--- src/rtl/mux4_rr_arbiter_if.sv ---
// Requester-side bundle for the shared 4:1 bit path: request/data in,
// grant/select/busy and the selected bit out.
interface mux4_rr_arbiter_if;
    logic [3:0] req;
    logic [3:0] I;
    logic [3:0] gnt;
    logic [1:0] S;
    logic       busy;
    logic       Y;

    modport master (output req, output I, input gnt, input S, input busy, input Y);
    modport slave  (input req, input I, output gnt, output S, output busy, output Y);
endinterface

--- src/rtl/mux4_rr_arbiter.sv ---
// Round-robin owner selection for a single shared 4:1 one-bit mux, with a
// hold limit that forces rotation when the owner has a waiting contender.
//
// state    | meaning
// ---------+--------------------------------------------------------------
// ST_IDLE  | no grant; S keeps the last owner, Y forced low
// ST_GRANT | requester last_q owns the path; cnt_q counts hold cycles
module mux4_rr_arbiter #(
    parameter int MAX_HOLD = 8,
    parameter int CW       = 4
) (
    input logic                clk,
    input logic                rst,
    mux4_rr_arbiter_if.slave   bus
);

    localparam logic ST_IDLE  = 1'b0;
    localparam logic ST_GRANT = 1'b1;
    localparam logic [CW-1:0] HOLD_LAST = CW'(MAX_HOLD - 1);

    logic          state_q, state_d;
    logic [1:0]    last_q,  last_d;
    logic [CW-1:0] cnt_q,   cnt_d;
    logic [3:0]    gnt_q,   gnt_d;
    logic [1:0]    s_q,     s_d;
    logic          busy_q,  busy_d;

    logic [3:0]    others;
    logic          any_other;
    logic [1:0]    win_idle;
    logic [1:0]    win_ho;

    // First set bit of r at or after last+1; last itself is checked last.
    function automatic logic [1:0] rr_pick(input logic [3:0] r, input logic [1:0] last);
        logic [1:0] pick;
        logic [1:0] idx;
        pick = last;
        for (int i = 4; i >= 1; i--) begin
            idx = last + 2'(i);
            if (r[idx]) pick = idx;
        end
        return pick;
    endfunction

    assign others    = bus.req & ~(4'b0001 << last_q);
    assign any_other = |others;
    assign win_idle  = rr_pick(bus.req, last_q);
    assign win_ho    = rr_pick(others, last_q);

    always_comb begin
        state_d = state_q;
        last_d  = last_q;
        cnt_d   = cnt_q;
        gnt_d   = gnt_q;
        s_d     = s_q;
        busy_d  = busy_q;
        case (state_q)
            ST_IDLE: begin
                if (|bus.req) begin
                    state_d = ST_GRANT;
                    last_d  = win_idle;
                    s_d     = win_idle;
                    gnt_d   = 4'b0001 << win_idle;
                    busy_d  = 1'b1;
                    cnt_d   = '0;
                end
            end
            default: begin
                if (!bus.req[last_q] || (cnt_q == HOLD_LAST && any_other)) begin
                    if (any_other) begin
                        last_d = win_ho;
                        s_d    = win_ho;
                        gnt_d  = 4'b0001 << win_ho;
                        busy_d = 1'b1;
                        cnt_d  = '0;
                    end else begin
                        state_d = ST_IDLE;
                        gnt_d   = 4'b0000;
                        busy_d  = 1'b0;
                        cnt_d   = '0;
                    end
                end else if (cnt_q != HOLD_LAST) begin
                    cnt_d = cnt_q + CW'(1);
                end
            end
        endcase
    end

    always_ff @(posedge clk) begin
        if (rst) begin
            state_q <= ST_IDLE;
            last_q  <= 2'd3;
            cnt_q   <= '0;
            gnt_q   <= 4'b0000;
            s_q     <= 2'd0;
            busy_q  <= 1'b0;
        end else begin
            state_q <= state_d;
            last_q  <= last_d;
            cnt_q   <= cnt_d;
            gnt_q   <= gnt_d;
            s_q     <= s_d;
            busy_q  <= busy_d;
        end
    end

    assign bus.gnt  = gnt_q;
    assign bus.S    = s_q;
    assign bus.busy = busy_q;
    assign bus.Y    = busy_q ? bus.I[s_q] : 1'b0;

endmodule

--- src/flat_wrapper.sv ---
// flat-port wrapper written by rule: the top's interface ports become plain ports
module mux4_rr_arbiter_flat 
#(
    parameter int MAX_HOLD = 8,
    parameter int CW       = 4
)
  (clk, rst, bus_req, bus_I, bus_gnt, bus_S, bus_busy, bus_Y);
  mux4_rr_arbiter_if bus_i ();
  input logic clk;
  input logic rst;
  input wire logic [$bits(bus_i.req)-1:0] bus_req;
  input wire logic [$bits(bus_i.I)-1:0] bus_I;
  output wire logic [$bits(bus_i.gnt)-1:0] bus_gnt;
  output wire logic [$bits(bus_i.S)-1:0] bus_S;
  output wire logic [$bits(bus_i.busy)-1:0] bus_busy;
  output wire logic [$bits(bus_i.Y)-1:0] bus_Y;
  assign bus_i.req = bus_req;
  assign bus_i.I = bus_I;
  assign bus_gnt = bus_i.gnt;
  assign bus_S = bus_i.S;
  assign bus_busy = bus_i.busy;
  assign bus_Y = bus_i.Y;
  mux4_rr_arbiter #(.MAX_HOLD(MAX_HOLD), .CW(CW)) u_core (.clk(clk), .rst(rst), .bus(bus_i));
endmodule
--- config.mk ---
export PLATFORM = sky130hd
export DESIGN_NAME = mux4_rr_arbiter_flat
export DESIGN_NICKNAME = d
export VERILOG_FILES = /design/src/rtl/mux4_rr_arbiter_if.sv /design/src/rtl/mux4_rr_arbiter.sv /design/src/flat_wrapper.sv
export SDC_FILE = /design/constraint.sdc
export NUM_CORES = 1
export LEC_CHECK = 0
export BUFFER_PORTS_ARGS = -buffer_cell sky130_fd_sc_hd__buf_2
export CAP_MARGIN = 20
export CORE_MARGIN = 2
export CORE_UTILIZATION = 40
export CTS_CLUSTER_DIAMETER = 200
export DETAILED_ROUTE_END_ITERATION = 12
export MAX_ROUTING_LAYER = met4
export PLACE_DENSITY = 0.68
export REMOVE_ABC_BUFFERS = 1
export SETUP_SLACK_MARGIN = 0.15
export SYNTH_ARGS = -nofsm -noshare
export SYNTH_HDL_FRONTEND = slang
export SYNTH_SLANG_ARGS = --single-unit
--- constraint.sdc ---
create_clock -name clk -period 5.7 [get_ports clk]
set_input_delay 0.285 -clock clk [delete_from_list [all_inputs] [get_ports clk]]
set_output_delay 0.285 -clock clk [all_outputs]
set_load 0.01 [all_outputs]
==> flow_metrics.py, run 1 <==
metrics = {
    "synth": {
        "syn_inst": 125,
        "synth-edff-count": 0,
        "synth_top_family_by_area": "simple AND/OR/NAND/NOR gates",
        "synth_warnings": 0,
        "synth_area_leaders": "dfxtp_1 25%, mux4_2 12%, ha_1 5.6%",
        "syn_area_um2": 1120,
        "synth_top_cell_by_area": "dfxtp_1",
        "synth_top_area_share_pct": 25.0,
        "synth_ff_type": "dfxtp_1",
        "synth_adder_area_share_pct": 5.58,
        "synth_compound_area_share_pct": 19.6,
        "synth.area.mux_share_pct": 14.0,
        "synthDistinctLibCells": 47,
        "ys_ff_latch": 14,
        "synthArstFlopShare_pct": 0,
        "synth_area_per_cell_um2": 8.97,
        "post_synth_and_or_nand_nor_area_fraction_pct": 26.7,
        "synth_xor_area_share_pct": 3.91,
        "synth_seq_area_share_pct": 25.0,
    },
    "clocking": {
        "clockBufferDepth": 2,
        "cts_resized": 0,
        "cts_tree": "built",
        "clk_latency_ns": 0.29,
        "cts.sinks": 14,
        "post-cts-setup-buffers": 0,
        "cts_made_buffers": 3,
        "holdBufCountCts": 0,
        "clockRootBuffer": "clkbuf_4",
        "clkSlewWorstSetupHoldPaths_ns": 0.09,
        "ctsHtreeMaxLevel": 1,
    },
    "die": {
        "start_util_pct": 41.4,
        "core_area_um2": 2710,
        "io_pins": 18,
        "rows": 19,
        "die_area_um2": 3240,
        "die_h_um": 56.9,
        "die_w_um": 56.9,
    },
    "global_route": {
        "gr-total-overflow": 0,
        "antenna_found_initial": 0,
        "grt_pass1_wl_mm": 4.00,
        "grt_pass1_vias": 894,
        "grt_usage_pct": 16.1,
        "grt_max_degree": 17,
    },
    "critical_path": {
        "crit_family": "flip-flops",
        "path_buf_inv": 1,
        "endpoint_kind": "register",
        "worst-path-max-fanout": 16,
        "critPathKind": "reg -> reg",
        "crit_path_start_kind": "register",
        "cp_slowest_cell": "dfxtp_1",
        "slowest_delay_ns": 0.74,
        "crit_required_ns": 5.88,
        "arrival_ns": 2.85,
        "path_cells": "inv_1 > ha_1 > nand2b_1 > mux4_2 > a21oi_2 > xnor2_1 > nor3_1 > a221o_1",
    },
    "power": {
        "combPwrFrac_pct": 58.8,
        "cell_internal_pwr_uw": 329,
        "p_per_area_nw_per_um2": 473,
        "clock_power_share_pct": 12.5,
        "p_sw_uw": 259,
        "p_seq_share_pct": 28.7,
        "p_leak_uw": 0.000512,
        "switching_share_pct": 44.0,
        "peakVddDrop_mv": 0.258,
    },
    "status": {
        "status": "finished, final reports clean",
    },
    "timing": {
        "setup_violations": 0,
        "worst_pin_slew_ns": 0.633,
        "fin_skew_ns": 0.00330,
        "max-slew-margin-rel_pct": 57.7,
        "hold_violations": 0,
        "min_period_ns": 2.67,
        "fmax_mhz": 374,
        "drv_slew": 0,
        "fin_ws_ns": 3.03,
        "period_share_pct": 46.9,
        "setup_tns_ns": 0,
        "rsz0062_at_grt": "false",
    },
    "finish": {
        "drive_above_1_share_pct": 25.0,
        "area_growth_pct": 10.7,
        "n_antenna_cell": 0,
        "stdcell_area_um2": 1240,
        "layoutNonFillerInstCount": 171,
        "fillCellCount": 280,
        "seqCellArea_um2": 280,
        "nets": 156,
        "multi_input_area_um2": 782,
    },
    "routing": {
        "avgViaCountPerCell": 5.70,
        "drtAntennaViolNets": 0,
        "routed_wl_mm": 2.31,
        "vias": 974,
        "wl_per_cell_um": 13.5,
        "drt_iter0_drc": 24,
        "dr.pass1.iters": 4,
        "drc": 0,
    },
    "placement": {
        "hpwl_mm": 1.75,
        "pre_cts_ws_ns": 3.04,
        "gp_congestion": 0.890,
        "dpl_cell_area_um2": 1200,
        "io_buffers": 17,
        "dp_cells": 167,
    },
    "hold_path": {
        "hold_path_class": "in -> reg",
    },
    "job": {
        "drv_cap": 0,
    },
}
-- placed cells by master, fill, tap and decap left out, drive strengths merged, types with 2 or more instances in the layout --
cell type  count
nor2          12
xor2           2
nor4           3
ha             5
xnor2          3
nand2          7
and3b          2
dfxtp         14
clkbuf         4
nor3           5
nand2b         8
inv            4
buf           17
nor2b          6
o21ai          5
or2            3
a221o          2
a211oi         2
mux4           6
a21oi          6
o21bai         3
nand3          2
-- metal layers --
metal	vias up	share of wire [%]	track usage (%)
li1	485	-	-
met1	467	44	18.5
met2	20	52	27.3
met3	2	3.6	4.76
met4	0	0.56	4.65
met5	-	0	-
-- through the flow --
step                      power (uW)  hold slack, ns  util [%]
after floorplan                  433           0.350         -
final                            587           0.305      45.8
after detailed placement         516           0.463      44.5
after CTS                        590           0.307      45.8
after global routing             638           0.319      45.8
after global placement           509           0.445      44.5
-- synthesized netlist by cell type (2+ instances only) --
| library cell | n |
|---|---|
| a21oi_1 | 3 |
| a21oi_2 | 3 |
| a221o_1 | 2 |
| and3b_1 | 2 |
| buf_2 | 2 |
| buf_6 | 2 |
| clkbuf_1 | 2 |
| dfxtp_1 | 14 |
| ha_1 | 5 |
| inv_1 | 4 |
| mux4_2 | 6 |
| nand2_1 | 7 |
| nand2b_1 | 7 |
| nand3_1 | 2 |
| nor2_1 | 12 |
| nor2b_1 | 6 |
| nor3_1 | 5 |
| nor4_1 | 2 |
| o21ai_0 | 4 |
| o21bai_1 | 3 |
| or2_1 | 3 |
| xnor2_1 | 3 |
| xor2_1 | 2 |
-- kinds of logic (layout without fill, tap and decap cells) --
family          after synthesis  in the layout
simple gates                 54             54
xor+xnor                      5              5
compound gates               28             28
fa+ha+maj                     5              5
flops                        14             14
mux                           8              8
buf+inv                      11             26
-- path summary, 6_finish.rpt --
check | slack [ns] | cells after the start | to | from
setup / recovery | 3.03 | 8 | u_core.bus.gnt[2] | u_core.last_q[0]
hold / removal | 0.31 | 2 | u_core.bus.S[0] | rst
setup reg to reg | 3.03 | 8 | u_core.bus.gnt[2] | u_core.last_q[0]
hold reg to reg | 0.48 | 2 | u_core.bus.gnt[0] | u_core.bus.gnt[0]
-- power groups by stage --
stage,Clock (uW),Combinational [uW],Sequential [uW]
2_1_floorplan,0,261,171
3_3_place_gp,0,339,169
3_5_place_dp,0,345,171
4_1_cts,74.8,345,170
5_1_grt,77.4,382,178
6_report,73.2,345,169
-- registers in the layout, summed over array words and instances (netlist names) --
signal           cells
u_core.bus.gnt       4
u_core.cnt_q         4
u_core.bus.S         2
u_core.last_q        2
u_core.bus.busy      1
u_core.state_q       1
-- layout make-up --
cell class	instances	share of cell area [%]
Clock buffer	4	2.92
Inverter	5	1.51
Sequential cell	14	22.6
Multi-Input combinational cell	100	63.0
Timing Repair Buffer	17	6.85
Tap cell	31	3.13
(Power assumes the default switching activity.)
==> run 2, diff against run 1 <==
==> constraint.sdc (replaced) <==
create_clock -name clk -period 2.75 [get_ports clk]
set_input_delay 0.1375 -clock clk [delete_from_list [all_inputs] [get_ports clk]]
set_output_delay 0.1375 -clock clk [all_outputs]
set_load 0.01 [all_outputs]
==> run 2 against run 1 <==
Highest routed layer unchanged. Count of clock-buffer cells in the layout unchanged. Flip-flop and latch count unchanged. First-iteration DRC count up 8.3%. Clock power up 100%. Fmax up 8.9%.
==> flow_metrics.py, run 2 (synthesis gave the netlist of run 1 again) <==
metrics = {
    "clocking": {
        "clkSlewWorstSetupHoldPaths_ns": 0.09,
        "post-cts-setup-buffers": 0,
        "holdBufCountCts": 0,
        "ctsHtreeMaxLevel": 1,
        "cts.sinks": 14,
        "cts_resized": 0,
        "clockBufferDepth": 2,
        "clk_latency_ns": 0.28,
        "clockRootBuffer": "clkbuf_4",
        "cts_tree": "built",
        "cts_made_buffers": 3,
    },
    "critical_path": {
        "cp_slowest_cell": "dfxtp_1",
        "endpoint_kind": "register",
        "crit_required_ns": 2.93,
        "path_buf_inv": 1,
        "path_cells": "inv_1 > ha_1 > nand2b_1 > mux4_2 > a21oi_2 > xnor2_1 > nor3_1 > a221o_1",
        "arrival_ns": 2.63,
        "slowest_delay_ns": 0.55,
        "critPathKind": "reg -> reg",
        "crit_family": "flip-flops",
        "crit_path_start_kind": "register",
        "worst-path-max-fanout": 10,
    },
    "timing": {
        "max-slew-margin-rel_pct": 59.9,
        "worst_pin_slew_ns": 0.597,
        "fin_skew_ns": 0.00859,
        "setup_violations": 0,
        "setup_tns_ns": 0,
        "hold_violations": 0,
        "rsz0062_at_grt": "false",
        "period_share_pct": 89.2,
        "drv_slew": 0,
        "min_period_ns": 2.45,
        "holdWs_ns": 0.155,
        "fmax_mhz": 408,
    },
    "global_route": {
        "grt_usage_pct": 15.3,
        "gr-total-overflow": 0,
        "grt_pass1_wl_mm": 3.87,
        "grt_pass1_vias": 874,
        "grt_max_degree": 15,
        "antenna_found_initial": 0,
    },
    "finish": {
        "stdcell_area_um2": 1260,
        "final_common_cell": "buf_2",
        "n_antenna_cell": 0,
        "final_cell_mix": "17 x buf_2, 14 x dfxtp_1, 12 x nor2_1",
        "post-route-util_pct": 46.4,
        "fillCellCount": 279,
        "area_growth_pct": 12.1,
        "nets": 158,
        "drive_above_1_share_pct": 26.1,
    },
    "routing": {
        "avgViaCountPerCell": 5.62,
        "vias": 972,
        "drt_iter0_drc": 26,
        "drtAntennaViolNets": 0,
        "dr.pass1.iters": 4,
        "routed_wl_mm": 2.35,
        "drc": 0,
        "wl_per_cell_um": 13.6,
    },
    "die": {
        "core_area_um2": 2710,
        "die_w_um": 56.9,
        "die_area_um2": 3240,
        "die_h_um": 56.9,
        "io_pins": 18,
        "rows": 19,
        "start_util_pct": 41.4,
    },
    "hold_path": {
        "hold_path_class": "in -> reg",
    },
    "placement": {
        "io_buffers": 17,
        "gp_congestion": 0.837,
        "dpl_cell_area_um2": 1220,
        "hpwl_mm": 1.76,
    },
    "status": {
        "status": "finished, final reports clean",
    },
    "power": {
        "peakVddDrop_mv": 0.631,
        "p_leak_uw": 0.000521,
        "p_per_area_nw_per_um2": 979,
    },
    "job": {
        "drv_cap": 0,
    },
}
==> run 2: cell count changes in the layout (fill, tap and decap cells not counted) <==
| cell | before | now |
|---|---|---|
| buf_4 | 0 | 2 |
==> run 2: metal layers <==
| layer | wire, um | global-route usage [%] | up-vias |
|---|---|---|---|
| met5 | 0 | - | - |
| met4 | 10 | 1.99 | 0 |
| met3 | 66 | 4.08 | 2 |
| met2 | 1210 | 26.1 | 13 |
| met1 | 1060 | 18.6 | 462 |
| li1 | - | - | 495 |
==> run 2: final cells by class <==
cell class              count  area (um^2)  share of cell area [%]
repair buffers             19          100                    7.97
well taps                  31         38.8                    3.09
multi-input cells         100          782                    62.3
flip-flops and latches     14          280                    22.3
clock buffers               4         36.3                    2.89
inverters                   5         18.8                    1.49
==> run 2: worst paths after layout <==
path / depth (start not counted) / startpoint / endpoint / slack [ns]
worst max-delay path: 8 / u_core.last_q[0] / u_core.bus.gnt[2] / 0.30
worst min-delay path: 2 / rst / u_core.bus.S[0] / 0.16
worst max register to register: 8 / u_core.last_q[0] / u_core.bus.gnt[2] / 0.30
worst min register to register: 2 / u_core.bus.gnt[1] / u_core.bus.gnt[1] / 0.48
==> run 2: power by group <==
part,total [uW],leakage [uW],internal [uW],switching (uW)
logic,771,0.000385,359,412
registers,312,0.000115,258,53.5
clock network,147,0.0000210,80.5,66.2
total,1230,0.000521,698,531
==> run 2: per-stage QoR <==
| step | std cells | worst slack [ns] | total power [uW] |
|---|---|---|---|
| 2_1_floorplan | 119 | 0.319 | 897 |
| 3_3_place_gp | 169 | 0.441 | 1070 |
| 3_5_place_dp | 169 | 0.328 | 1080 |
| 4_1_cts | 173 | 0.313 | 1240 |
| 5_1_grt | 173 | 0.152 | 1340 |
| 6_report | 173 | 0.296 | 1230 |
==> run 3, diff against run 2 <==
--- a/config.mk
+++ b/config.mk
@@ -12,7 +12,6 @@
 export CTS_CLUSTER_DIAMETER = 200
 export DETAILED_ROUTE_END_ITERATION = 12
 export MAX_ROUTING_LAYER = met4
-export PLACE_DENSITY = 0.68
 export REMOVE_ABC_BUFFERS = 1
 export SETUP_SLACK_MARGIN = 0.15
 export SYNTH_ARGS = -nofsm -noshare
==> run 3 against run 2 <==
Cell area did not move. Sequential share of layout area did not move. Combinational power fell by 0.5%. Fmax rose by 0.92%. Sequential power rose by 3%. Utilization did not move. Flip-flop and latch count did not move. Global-route usage rose by 1.4 points. Via count rose by 4.0%. First-iteration DRC count rose by 12%.
==> flow_metrics.py, run 3 (synthesis gave the netlist of run 1 again) <==
metrics = {
    "die": {
        "io_pins": 18,
        "core_area_um2": 2710,
        "rows": 19,
        "start_util_pct": 41.4,
        "die_area_um2": 3240,
        "die_w_um": 56.9,
        "die_h_um": 56.9,
    },
    "placement": {
        "gp_congestion": 0.815,
        "pre_cts_ws_ns": 0.340,
        "hpwl_mm": 1.94,
        "dp_cells": 169,
        "io_buffers": 17,
    },
    "routing": {
        "route.met2.wl_mm": 1.26,
        "drt_iter0_drc": 29,
        "vias": 1011,
        "wl_met3_um": 134,
        "drtAntennaViolNets": 0,
        "dr.pass1.iters": 5,
        "drc": 0,
        "avgViaCountPerCell": 5.84,
        "routed.top_layer": "met4",
        "wl_met1_mm": 1.07,
        "wl_per_cell_um": 14.5,
        "routed_wl_mm": 2.51,
    },
    "global_route": {
        "grt_pass1_wl_mm": 4.12,
        "grt_pass1_vias": 943,
        "grt_usage_pct": 16.6,
        "gr-total-overflow": 0,
        "antenna_found_initial": 0,
        "grt_max_degree": 13,
    },
    "clocking": {
        "cts_tree": "built",
        "cts.sinks": 14,
        "post-cts-setup-buffers": 0,
        "ctsHtreeMaxLevel": 1,
        "clockRootBuffer": "clkbuf_4",
        "cts_resized": 0,
        "clk_latency_ns": 0.29,
        "clkSlewWorstSetupHoldPaths_ns": 0.09,
        "holdBufCountCts": 0,
        "clockBufferDepth": 2,
        "cts_made_buffers": 3,
    },
    "finish": {
        "post-route-util_pct": 46.4,
        "drive_above_1_share_pct": 26.1,
        "layoutNonFillerInstCount": 173,
        "n_antenna_cell": 0,
        "final_common_cell": "buf_2",
        "nets": 158,
        "final_cell_mix": "17 x buf_2, 14 x dfxtp_1, 12 x nor2_1",
        "area_growth_pct": 12.1,
    },
    "timing": {
        "min_period_ns": 2.43,
        "rsz0062_at_grt": "false",
        "worst_pin_slew_ns": 0.640,
        "drv_slew": 0,
        "holdWs_ns": 0.152,
        "setup_tns_ns": 0,
        "period_share_pct": 88.4,
        "setup_violations": 0,
        "fin_ws_ns": 0.318,
        "hold_violations": 0,
        "fmax_mhz": 411,
        "fin_skew_ns": 0.00180,
        "max-slew-margin-rel_pct": 57.0,
    },
    "critical_path": {
        "r2r_start": "u_core.last_q[0]",
        "r2r-end": "u_core.bus.gnt[2]",
        "crit_required_ns": 2.94,
        "crit_path_start_kind": "register",
        "cp-startpoint": "u_core.last_q[0]",
        "critPathKind": "reg -> reg",
        "r2r_slack_ns": 0.32,
        "crit_end": "u_core.bus.gnt[2]",
        "r2r_cells": 8,
        "arrival_ns": 2.62,
        "endpoint_kind": "register",
        "worst-path-max-fanout": 10,
    },
    "hold_path": {
        "hold_path_class": "in -> reg",
    },
    "status": {
        "status": "finished, final reports clean",
    },
    "power": {
        "p_per_area_nw_per_um2": 990,
        "peakVddDrop_mv": 0.488,
        "p_leak_uw": 0.000521,
    },
    "job": {
        "drv_cap": 0,
    },
}
[run 3: worst min-delay path by stage]
stage,slack [ns],startpoint,to,depth (start not counted)
2_1_floorplan,0.20,rst,u_core.bus.S[0],1
3_3_place_gp,0.45,u_core.bus.gnt[1],u_core.bus.gnt[1],2
3_5_place_dp,0.46,u_core.bus.gnt[1],u_core.bus.gnt[1],2
4_1_cts,0.15,rst,u_core.bus.S[0],2
5_1_grt,0.16,rst,u_core.bus.S[0],2
6_report,0.15,rst,u_core.bus.S[0],2
[run 3: layout make-up]
type                            instances  area [um^2]
Multi-Input combinational cell        100          782
Fill cell                             264         1450
Timing Repair Buffer                   19          100
Tap cell                               31         38.8
Sequential cell                        14          280
Inverter                                5         18.8
Clock buffer                            4         36.3
[run 3: power by group]
part / switching (uW) / internal [uW]
combinational: 410 / 358
clock: 74.8 / 80.8
sequential: 61.9 / 258
total: 546 / 697
[run 3: layer usage]
layer	track usage, %	vias up
met2	29.4	35
met3	2.95	5
met1	18.3	479
met5	-	-
li1	-	492
met4	6.98	0
[run 3: critical path: stages (launching register included)]
cell	delay (ns)
dfxtp_1	0.55
inv_1	0.16
ha_1	0.23
nand2b_1	0.15
mux4_2	0.48
a21oi_2	0.16
xnor2_1	0.22
nor3_1	0.10
a221o_1	0.26
[run 3: per-stage QoR]
step / power (uW) / area, um^2
finish: 1240 / 1260
global route: 1340 / 1260
CTS: 1240 / 1260
detailed placement: 1090 / 1220
global placement: 1080 / 1220
floorplan: 897 / 1080
